<file path="src/rtl/mskand_hpc2_sched_pkg.sv">
// Shared constants and helpers for the HPC2 AND scheduler: widths, randomness indexing.
package mskand_hpc2_sched_pkg;

    localparam int unsigned NUM_REQ = 2;
    localparam int unsigned ID_W    = 1;

    function automatic int unsigned hpc2rnd_bits(input int unsigned d);
        return d * (d - 1) / 2;
    endfunction

    function automatic int unsigned cnt_width(input int unsigned depth);
        return $clog2(depth + 1);
    endfunction

    function automatic int unsigned ptr_width(input int unsigned depth);
        return (depth > 1) ? $clog2(depth) : 1;
    endfunction

    // Bit of the randomness word shared by share pair {i,j}; symmetric in i and j.
    function automatic int unsigned rnd_idx(input int unsigned i, input int unsigned j,
                                            input int unsigned d);
        int unsigned lo;
        int unsigned hi;
        lo = (i < j) ? i : j;
        hi = (i < j) ? j : i;
        return lo * d - lo * (lo + 1) / 2 + (hi - lo - 1);
    endfunction

endpackage

</file>
<file path="src/rtl/mskand_hpc2_sched_fifo.sv">
// Result FIFO with registered head, wrap-around pointers for any depth, occupancy output.
module mskand_hpc2_sched_fifo
    import mskand_hpc2_sched_pkg::*;
#(
    parameter int unsigned Width = 3,
    parameter int unsigned Depth = 3,
    localparam int unsigned CntW = cnt_width(Depth)
) (
    input  logic             clk,
    input  logic             rst_n,
    input  logic             push,
    input  logic [Width-1:0] wdata,
    input  logic             pop,
    output logic [Width-1:0] rdata,
    output logic             valid,
    output logic [CntW-1:0]  count
);
    localparam int unsigned PtrW = ptr_width(Depth);

    logic [Width-1:0] mem_q [Depth];
    logic [PtrW-1:0]  wr_q;
    logic [PtrW-1:0]  rd_q;
    logic [CntW-1:0]  cnt_q;
    logic             full;
    logic             do_push;
    logic             do_pop;

    function automatic logic [PtrW-1:0] next_ptr(input logic [PtrW-1:0] p);
        return (p == PtrW'(Depth - 1)) ? '0 : p + 1'b1;
    endfunction

    assign full    = (cnt_q == CntW'(Depth));
    assign do_pop  = pop && (cnt_q != '0);
    assign do_push = push && (!full || do_pop);

    always_ff @(posedge clk or negedge rst_n) begin
        if (!rst_n) begin
            for (int i = 0; i < int'(Depth); i++) begin
                mem_q[i] <= '0;
            end
            wr_q  <= '0;
            rd_q  <= '0;
            cnt_q <= '0;
        end else begin
            if (do_push) begin
                mem_q[wr_q] <= wdata;
                wr_q        <= next_ptr(wr_q);
            end
            if (do_pop) begin
                rd_q <= next_ptr(rd_q);
            end
            if (do_push && !do_pop) begin
                cnt_q <= cnt_q + 1'b1;
            end else if (do_pop && !do_push) begin
                cnt_q <= cnt_q - 1'b1;
            end
        end
    end

    assign rdata = mem_q[rd_q];
    assign valid = (cnt_q != '0);
    assign count = cnt_q;

    // The gadget cannot stall, so the credit scheme upstream must keep this from firing.
    no_overflow: assert property (@(posedge clk) disable iff (!rst_n) !(push && full && !do_pop));

endmodule

</file>
<file path="src/rtl/mskand_hpc2_sched.sv">
// Round-robin scheduler sharing one d-share HPC2 masked AND gadget between two requesters.
module mskand_hpc2_sched
    import mskand_hpc2_sched_pkg::*;
#(
    parameter int unsigned d         = 2,
    parameter int unsigned OUT_DEPTH = 3,
    localparam int unsigned hpc2rnd  = hpc2rnd_bits(d)
) (
    input  logic                 clk,
    input  logic                 rst_n,
    input  logic [NUM_REQ-1:0]   req_valid,
    output logic [NUM_REQ-1:0]   req_ready,
    input  logic [NUM_REQ*d-1:0] req_a,
    input  logic [NUM_REQ*d-1:0] req_b,
    input  logic                 rnd_valid,
    output logic                 rnd_ready,
    input  logic [hpc2rnd-1:0]   rnd_in,
    output logic                 rsp_valid,
    input  logic                 rsp_ready,
    output logic [d-1:0]         rsp_data,
    output logic [ID_W-1:0]      rsp_id
);
    localparam int unsigned CNT_W = cnt_width(OUT_DEPTH);

    logic [ID_W-1:0]    ptr_q;
    logic [1:0]         tag_v_q;
    logic [ID_W-1:0]    tag_id_q [2];
    logic [CNT_W-1:0]   fifo_cnt;
    logic               pop;
    logic               credit;
    logic               issue;
    logic [ID_W-1:0]    winner;
    int unsigned        occ;

    logic [d-1:0]       ina;
    logic [hpc2rnd-1:0] rnd;
    logic [d-1:0]       a_q;
    logic [d-1:0]       b_q;
    logic [hpc2rnd-1:0] r_q;
    logic [d-1:0]       gad_out;

    // A slot freed by this cycle's pop can be reused immediately, giving 1 op/cycle.
    always_comb begin
        occ    = 32'(fifo_cnt) + 32'(tag_v_q[0]) + 32'(tag_v_q[1]) - 32'(pop);
        credit = occ < OUT_DEPTH;
        issue  = credit && rnd_valid && (|req_valid);
        winner = req_valid[ptr_q] ? ptr_q : ~ptr_q;
    end

    assign req_ready = issue ? (NUM_REQ'(1) << winner) : '0;
    assign rnd_ready = issue;
    assign ina       = issue ? (winner[0] ? req_a[d +: d] : req_a[0 +: d]) : '0;
    assign rnd       = issue ? rnd_in : '0;

    always_ff @(posedge clk or negedge rst_n) begin
        if (!rst_n) begin
            ptr_q       <= '0;
            tag_v_q     <= '0;
            tag_id_q[0] <= '0;
            tag_id_q[1] <= '0;
            a_q         <= '0;
            b_q         <= '0;
            r_q         <= '0;
        end else begin
            if (issue) begin
                ptr_q <= ~winner;
            end
            tag_v_q     <= {tag_v_q[0], issue};
            tag_id_q[0] <= issue ? winner : '0;
            tag_id_q[1] <= tag_id_q[0];
            a_q         <= ina;
            b_q         <= issue ? (winner[0] ? req_b[d +: d] : req_b[0 +: d]) : '0;
            r_q         <= rnd;
        end
    end

    // HPC2 gadget: A is refreshed with r_ij in cycle 1, then gated by B in cycle 2.
    for (genvar i = 0; i < d; i++) begin : g_share
        logic [d-1:0] u_d;
        logic [d-1:0] sr_d;
        logic [d-1:0] su_d;
        logic [d-1:0] u_q;
        logic [d-1:0] sr_q;
        logic [d-1:0] su_q;
        logic         ab_q;

        for (genvar j = 0; j < d; j++) begin : g_pair
            if (i == j) begin : g_diag
                assign u_d[j]  = 1'b0;
                assign sr_d[j] = 1'b0;
                assign su_d[j] = 1'b0;
            end else begin : g_cross
                localparam int unsigned RI = rnd_idx(i, j, d);
                assign u_d[j]  = ina[j] ^ rnd[RI];
                assign sr_d[j] = ~b_q[i] & r_q[RI];
                assign su_d[j] = b_q[i] & u_q[j];
            end
        end

        always_ff @(posedge clk or negedge rst_n) begin
            if (!rst_n) begin
                u_q  <= '0;
                sr_q <= '0;
                su_q <= '0;
                ab_q <= 1'b0;
            end else begin
                u_q  <= u_d;
                sr_q <= sr_d;
                su_q <= su_d;
                ab_q <= b_q[i] & a_q[i];
            end
        end

        assign gad_out[i] = ab_q ^ (^sr_q) ^ (^su_q);
    end

    logic [d:0] fifo_rdata;

    assign pop = rsp_valid && rsp_ready;

    mskand_hpc2_sched_fifo #(
        .Width (d + 1),
        .Depth (OUT_DEPTH)
    ) u_fifo (
        .clk   (clk),
        .rst_n (rst_n),
        .push  (tag_v_q[1]),
        .wdata ({tag_id_q[1], gad_out}),
        .pop   (pop),
        .rdata (fifo_rdata),
        .valid (rsp_valid),
        .count (fifo_cnt)
    );

    assign rsp_data = fifo_rdata[d-1:0];
    assign rsp_id   = fifo_rdata[d];

endmodule
</file>
<file path="config.mk">
export PLATFORM = sky130hd
export DESIGN_NAME = mskand_hpc2_sched
export DESIGN_NICKNAME = d
export VERILOG_FILES = /design/src/rtl/mskand_hpc2_sched_pkg.sv /design/src/rtl/mskand_hpc2_sched_fifo.sv /design/src/rtl/mskand_hpc2_sched.sv
export SDC_FILE = /design/constraint.sdc
export NUM_CORES = 1
export LEC_CHECK = 0
export CAP_MARGIN = 20
export CORE_AREA = 2 2 51 100
export CTS_CLUSTER_DIAMETER = 100
export DETAILED_ROUTE_END_ITERATION = 10
export DIE_AREA = 0 0 53 102
export MAX_ROUTING_LAYER = met4
export PLACE_DENSITY = 0.62
export SLEW_MARGIN = 20
export SYNTH_ARGS = -nofsm -noshare
export SYNTH_HDL_FRONTEND = slang
export SYNTH_SLANG_ARGS = --single-unit
</file>
<file path="constraint.sdc">
create_clock -name clk -period 4.9 [get_ports clk]
set_input_delay 1.225 -clock clk [delete_from_list [all_inputs] [get_ports clk]]
set_output_delay 1.225 -clock clk [all_outputs]
set_load 0.005 [all_outputs]
</file>
# Word-level counts from Yosys, hierarchy flattened
# Cells that the tools add are included.
# classes
n_lt_le_gt_ge	5
bitwise_logic	18
n_reduce_logical	19
muxes	20
shift	1
eq_ne	3
n_addsub	7
# ops
op	n
$lt A32 B2 Y1 const B	1
$mux W2	9
$bwmux W9	1
$mux W3	3
$logic_and A1 B1 Y1	8
$reduce_xor A2 Y1	4
$add A2 B1 Y2 const B	3
$and A1 B1 Y1	6
$bmux W3 S2	1
$demux W3 S2	1
$eq A2 B2 Y1 const B	3
$ge A3 B3 Y1 const B	2
$not A2 Y3	2
$xor A1 B1 Y1	6
$mux W1	5
$sub A4 B1 Y5	1
$add A3 B1 Y4	1
$not A1 Y1	4
$reduce_bool A2 Y1	2
$add A2 B1 Y3	1
$logic_not A1 Y1	3
$lt A3 B1 Y1 const B	1
$lt A1 B2 Y1 const B	1
$reduce_or A2 Y1	1
other kinds (3)	3
# word_totals
output_inout_bits	7
elab_cells	94
reg_bits	33
in_bits	15

# Logic depth before layout (Yosys ltp)
# Gate-level depths: netlist (run 1).
# depth
depth_word	9
depth_mapped	10

# Modules after synthesis
# From an unflattened synthesis (run 1), not the netlist that was laid out.
# hier_totals
hier_cells	136
area_unflattened_um2	1575.3
# by_module_without_submodules
mod	cells_per_inst	area_per_inst_um2	seq_area_each_um2	n_inst
mskand_hpc2_sched	81	884.6	450.4	1
mskand_hpc2_sched_fifo	55	690.7	375.4	1

# Worst setup path after synthesis (run 1)
# Ideal clock, no wire load.
# synth_timing
path_type	input to output
from	input port rsp_ready
to	output port req_ready[1]
t_arrival_ns	3.458
required_time_ns	3.675
n_path_buf	1
slack_ns	0.217
stages	10
cell_sequence	o21ai_1 > inv_1 > ha_1 > fa_1 > fa_1 > ha_1 > nand3b_1 > a211o_1 > clkbuf_1 > nor2_1
# synth_via
elab_chain_len	6
# synth_rtl
element	line	rtl
start: declaration	mskand_hpc2_sched.sv:19	input logic rsp_ready,
$logic_and A1 B1 Y1	mskand_hpc2_sched.sv:119	assign pop = rsp_valid && rsp_ready;
$sub A4 B1 Y5	mskand_hpc2_sched.sv:44	occ = 32'(fifo_cnt) + 32'(tag_v_q[0]) + 32'(tag_v_q[1]) - 32'(pop);
$lt A32 B2 Y1	mskand_hpc2_sched.sv:45	credit = occ < OUT_DEPTH;
$logic_and A1 B1 Y1 (2 in a row)	mskand_hpc2_sched.sv:46	issue = credit && rnd_valid && (|req_valid);
$mux W2	mskand_hpc2_sched.sv:50	assign req_ready = issue ? (NUM_REQ'(1) << winner) : '0;
end: declaration	mskand_hpc2_sched.sv:12	output logic [NUM_REQ-1:0] req_ready,
# Every way passes these cells.

# Final worst setup path (run 1)
# layout_timing
from	input port rsp_ready
to	output port req_ready[0]
# Same word-level chain as after synthesis.

==> metrics.txt, run 1 <==
outcome finished clean; Die Ht 102 µm; hpwl dp 2.232 mm; die width 53 µm; final instance area 1951 µm²; vias 1,084; Internal Power 0.6524 mW; final WL 2.849 mm; Clock power frac 0.193; vias in the first global route 1,175; worst hold-check path type flop to flop; total track usage 0.1297; Yosys reg bits 33; vias per cell 4.905; most common cell after layout, fill and taps aside dfrtp_1; grt total ovfl 0; Req. time, crit path approximately 3.7 ns; mapped cell area between 1500 and 2000 µm²; Synth area leader dfrtp_1; DIE AREA 5406 µm²; num ports 22; CP max-delay cell fa_2; largest family of logic cells by synthesized area simple AND/OR/NAND/NOR gates; switching share of power 0.3301; sequential standard cell area 825.8 µm²; crit path time final about 4.8 ns; clk root buf clkbuf_8; number of port buffers 21; PD cells approximately 500 nW/µm²; Initial DRC Count 8; ant diodes 0; setup TNS 0 ns; first-pass GRT wire length 4.871 mm; initial core utilization 0.3366; Slew Limit Headroom 0.7012; Syn Inst Count 135; sequential power share 0.432; latest clock arrival within the worst-skew pair 0.28 ns; initial antenna violation count 0; Distinct cells, synth 29; Placed Area about 1800 µm²; Non-Filler Instances 221; net load switching power ~0.32 mW; Layout fillers 449; most frequent cells in the layout dfrtp_1, clkdlybuf4s50_1, mux2_2; Worst-path clk slew 0.06 ns; largest net degree at the start of global routing 34; Synth top area share 0.5335; Synth Area in Adders 0.06629; worst slew pin tran 0.4473 ns; critical path data arrival time 3.54 ns; Wirelength per Cell 12.89 µm; Ys Warns 0; area of the multi-input gates 696.9 µm²; CTS tree yes; Finish-stage setup viols 0; register area share after synthesis 0.5335; Max Cap Viol 0; Final Util 0.4242; gpl congestion roughly 0.79; post-route ant nets 0; multiplexer share of the synthesized area 0.09943; fin. max-slew vios 0; Final nets ~190; LEAKAGE between 0.9 and 1 nW; share of cells above drive strength 1 0.2048; # rows 35; CP Max Fanout 3; CTS buffer count 5; router iterations before antenna repair 3; complex-gate fraction of the synthesized area 0.07922; Post-Syn Nets 157; worst path cell trace dlygate4sd2_1, o21ai_2, inv_2, ha_4, fa_2, fa_2, ha_1, nand3b_1, a211o_1, buf_4, a21oi_1, buf_2; critical path depth 12; f_max ~210 MHz; P&R area growth vs syn 26.03%; dpl cells 211; worst path buffer plus inverter count 4; worst vdd ir 0.2757 mV; crit path launch type primary input; Num Clock Sinks 33; # H-tree levels 2; FF-to-FF setup slack 1.93 ns; Worst Skew 0.008454 ns; Hold Path Stages 0; worst r2r path cells 11; core area 4598 µm²; critical path type primary input to primary output; most frequent CP cell fa_2; xor and xnor area share after synthesis 0.03961; crit end category primary output; fin crit share 0.9734; RSZ-0062 raised after global routing false; CP max stage delay 0.35 ns; Gate power share 0.376; Avg Inst Size Synth 11.46 µm²; Simple-Gate Fraction of Synth Area 0.1504; Final Hold Fails 0; # DRC 0; CP delay by family, top adder cells; top cells by area, synth dfrtp_1, mux2_2, ha_1; clk buf depth 2
-- cells by family after synthesis --
kind of cell               Yosys count
xor gates and xnor gates             7
adders and majority gates            7
DFF                                 33
AOI/OAI and AO/OA                   22
buffers and inverters               13
muxes                               14
and+or+nand+nor                     39
-- cell type report --
cell class / count / area share
clock inverter: 2 / 0.005131
inverter: 9 / 0.01732
multi-input combinational: 89 / 0.3573
timing repair buffer: 27 / 0.1244
sequential: 33 / 0.4233
tap: 55 / 0.03528
clock buffer: 6 / 0.03720
-- through the flow --
step	setup WS (ns)	total power, mW	hold WS, ns
4_1_cts	0.07082	0.9900	0.3536
5_1_grt	0.01427	1.054	0.3670
3_5_place_dp	-0.5656	0.7780	0.3401
2_1_floorplan	0.2175	0.6356	0.3312
3_3_place_gp	-0.4755	0.7504	0.3405
6_report	0.1304	0.9739	0.3531
-- worst reg2reg max path, cell delays in order (launching register included) --
cell	delay (ns)
dfrtp_1	0.45
o21ai_2	0.21
inv_2	0.06
ha_4	0.21
fa_2	0.35
fa_2	0.34
ha_1	0.28
nand3b_1	0.07
a211o_1	0.31
buf_4	0.15
buf_4	0.15
mux2_2	0.27
-- repair_timing --
action / 4_1_cts / 5_1_grt
endpoints found under the hold margin: 0 / 0
cloned: 0 / 0
hold buffers: 0 / 0
gates resized for setup: 15 / 1
setup buffers: 2 / 0
endpoints found under the setup margin: 3 / 2
pin swaps: 4 / 3
-- power groups by stage --
| stage | registers [mW] | clock network [mW] | logic, mW |
|---|---|---|---|
| after global placement | 0.417 | 0 | 0.333 |
| after detailed placement | 0.425 | 0 | 0.353 |
| after CTS | 0.422 | 0.197 | 0.371 |
| final | 0.420 | 0.188 | 0.366 |
| after floorplan | 0.400 | 0 | 0.236 |
| after global routing | 0.432 | 0.206 | 0.416 |
-- routing by layer --
metal | part of all wire | wire length, µm | global-route usage | up-vias
met3 | 0.031 | 88 | 0.02632 | 8
li1 | - | - | - | 522
met1 | 0.32 | 924 | 0.1012 | 529
met5 | 0 | 0 | - | -
met2 | 0.62 | 1757 | 0.2577 | 25
met4 | 0.027 | 78 | 0.06509 | 0
-- sequential cells by signal, summed over array words and instances (netlist names) --
signal	flops
g_share.su_q	2
g_share.sr_q	2
u_fifo.count	2
u_fifo.mem_q	9
ptr_q	1
b_q	2
tag_id_q	2
g_share.u_q	2
g_share.ab_q	2
tag_v_q	2
r_q	1
u_fifo.rd_q	2
u_fifo.wr_q	2
a_q	2
-- cells in the mapped netlist --
cell      number
inv_2          1
mux2_2        11
nor3_1         1
nor2b_4        1
o22ai_1        3
o21ai_1        1
nand2b_1       3
fa_1           2
o21ai_0        9
and2b_1        2
inv_1          8
xor2_1         1
nand3b_1       2
nand4_1        5
and2_1         5
clkbuf_1       4
mux2i_1        3
xnor2_1        6
a21oi_1        5
nor2b_1        6
nand2_1        5
a211o_1        1
ha_1           5
nand3_1        4
dfrtp_1       33
a21o_1         1
a31oi_1        2
nor2_1         3
or4_1          2
-- final timing paths --
check,end,startpoint
setup / recovery,req_ready[0],rsp_ready
hold / removal,tag_id_q[0],tag_id_q[1]
setup reg to reg,ptr_q,u_fifo.count[0]
hold reg to reg,tag_id_q[0],tag_id_q[1]
max in group asynchronous,u_fifo.wr_q[1],rst_n
min in group asynchronous,u_fifo.count[1],rst_n
(Power assumes the default switching activity.)
==> run 2: changes to the inputs <==
--- a/config.mk
+++ b/config.mk
@@ -12,6 +12,7 @@
 export DIE_AREA = 0 0 53 102
 export MAX_ROUTING_LAYER = met4
 export PLACE_DENSITY = 0.62
+export REMOVE_ABC_BUFFERS = 1
 export SLEW_MARGIN = 20
 export SYNTH_ARGS = -nofsm -noshare
 export SYNTH_HDL_FRONTEND = slang
==> metrics.txt, run 2 (synthesis gave the netlist of run 1 again) <==
LEAKAGE 0.9032 nW (-0.45%); first-pass GRT wire length 4.740 mm (-2.7%); vias per cell 4.863 (-0.86%); CP Max Fanout 3 (unchanged); CTS buffer count 5 (unchanged); worst r2r path cells 11 (unchanged); number of port buffers 21 (unchanged); Max Cap Viol 0 (unchanged); most frequent cells in the layout dfrtp_1, clkdlybuf4s50_1, mux2_2; DIE AREA 5406 µm² (unchanged); grt total ovfl 0 (unchanged); total track usage 0.1250 (-0.004652); worst path cell trace clkdlybuf4s15_1, o21ai_2, inv_2, ha_4, fa_2, fa_2, ha_4, nand3b_1, a211o_1, buf_6, a21oi_4, buf_2; f_max 210.3 MHz (+0.31%); met2 WL 1.648 mm (-6.2%); outcome finished clean; Final Util 0.4297 (+0.005442); Post-CTS Hold Fix Bufs 0 (unchanged); worst hold start tag_id_q[1]; highest metal used met4; router iterations before antenna repair 4 (+1); vias 1,065 (-1.8%); most common cell after layout, fill and taps aside dfrtp_1; latest clock arrival within the worst-skew pair 0.27 ns (about the same); Placed Area 1837 µm² (-0.27%); crit path time final 4.755 ns (-0.01492 ns); # H-tree levels 2 (unchanged); ant diodes 0 (unchanged); CP delay by family, top adder cells; share of cells above drive strength 1 0.2073 (+0.002498); RR Startpoint u_fifo.count[0]; final WL 2.749 mm (-3.5%); largest register by flop count u_fifo.mem_q; num ports 22 (unchanged); Layout fillers 453 (+0.89%); CTS tree yes; P&R area growth vs syn 27.65%; clk root buf clkbuf_8; worst slew pin tran 0.6006 ns (+0.1533 ns); clk buf depth 2 (unchanged); die width 53 µm (unchanged); critical path data arrival time 3.53 ns (about the same); initial core utilization 0.3366 (unchanged); WL met3 85 µm (-3.4%); worst hold-check path type flop to flop; Finish-stage setup viols 0 (unchanged); worst path buffer plus inverter count 4 (unchanged); Worst Setup SP rsp_ready; Worst Skew 0.005320 ns (-0.003134 ns); final instance area 1976 µm² (+1.3%); Num Clock Sinks 33 (unchanged); Worst-path clk slew 0.06 ns (about the same); gpl congestion 0.7141 (-9.6%); Worst Hold Endpoint tag_id_q[0]; post-route ant nets 0 (unchanged); Final nets 186 (-0.53%); core area 4598 µm² (unchanged); largest net degree at the start of global routing 29 (-15%); hpwl dp 2.132 mm (-4.5%); Req. time, crit path 3.67 ns (about the same); fin. max-slew vios 0 (unchanged); end of the worst register-to-register path ptr_q; Initial DRC Count 23 (+15); Die Ht 102 µm (unchanged); initial antenna violation count 0 (unchanged); CP max stage delay 0.37 ns (+0.02 ns); Slew Limit Headroom 0.5996 (-0.1016); Largest register FFs 9 (unchanged); overall power 0.9954 mW (+2.2%); PD cells 503.8 nW/µm² (+0.91%); Final Hold Fails 0 (unchanged); FF-to-FF setup slack 1.91 ns (-0.02 ns); crit path launch type primary input; # rows 35 (unchanged); critical path type primary input to primary output; Wirelength per Cell 12.55 µm (-2.6%); CP max-delay cell fa_2; # DRC 0 (unchanged); wl on met1 973 µm (+5.3%); crit end category primary output; Hold Path Stages 0 (unchanged); worst vdd ir 0.2873 mV (+4.2%); vias in the first global route 1,119 (-4.8%); fin crit share 0.9703 (-0.003046); RSZ-0062 raised after global routing false
run 2: worst max path at each step:
stage	to	slack, ns	depth (start not counted)
final	req_ready[0]	0.15	12
after global routing	req_ready[0]	0.03	12
after CTS	req_ready[0]	0.02	12
after detailed placement	req_ready[1]	-0.56	11
after global placement	req_ready[1]	-0.48	11
after floorplan	req_ready[1]	0.30	9
run 2: power by group:
group / switching, mW / internal, mW
logic: 0.175 / 0.203
clock network: 0.0857 / 0.111
registers: 0.0633 / 0.357
total: 0.324 / 0.671
run 2: through the flow:
| step | setup TNS (ns) | hold slack (ns) | setup WS, ns | instances |
|---|---|---|---|---|
| finish | 0 | 0.3553 | 0.1453 | 219 |
| global route | 0 | 0.3562 | 0.03193 | 219 |
| CTS | 0 | 0.3554 | 0.01907 | 219 |
| detailed placement | -1.552 | 0.3419 | -0.5566 | 211 |
| global placement | -1.346 | 0.3431 | -0.4793 | 211 |
| floorplan | 0 | 0.3312 | 0.2958 | 131 |
run 2: cell type report:
class,instances,area (µm²),share of cell area
timing repair buffer,26,240.2,0.1216
clock buffer,7,86.33,0.04370
tap,55,68.82,0.03483
sequential,33,825.8,0.4180
inverter,9,33.78,0.01710
multi-input combinational,89,720.7,0.3648
run 2: worst reg2reg max path, cell delays in order, from the launching register on:
cell and delay, ns:
dfrtp_1 0.44, o21ai_2 0.19, inv_2 0.07, ha_4 0.24, fa_2 0.35, fa_2 0.37
ha_4 0.27, nand3b_1 0.08, a211o_1 0.33, buf_6 0.14, buf_4 0.15, mux2_2 0.27
run 2: timing repair:
action / CTS / global route
setup endpoints to repair: 3 / 3
cloned: 0 / 0
gates resized for setup: 15 / 4
buffers inserted: 1 / 0
hold endpoints to repair: 0 / 0
pin swaps: 6 / 4
run 2: per-layer routing:
metal,track usage,vias to the layer above
met5,-,-
met4,0.06509,0
met3,0.02632,2
met2,0.2365,25
met1,0.1077,518
li1,-,520
==> run 3: changes to the inputs <==
--- a/config.mk
+++ b/config.mk
@@ -10,6 +10,7 @@
 export CTS_CLUSTER_DIAMETER = 100
 export DETAILED_ROUTE_END_ITERATION = 10
 export DIE_AREA = 0 0 53 102
+export HOLD_SLACK_MARGIN = 0.05
 export MAX_ROUTING_LAYER = met4
 export PLACE_DENSITY = 0.62
 export REMOVE_ABC_BUFFERS = 1
==> results of run 3 <==
No change in the layout: final DEF, timing and power equal those of run 2.
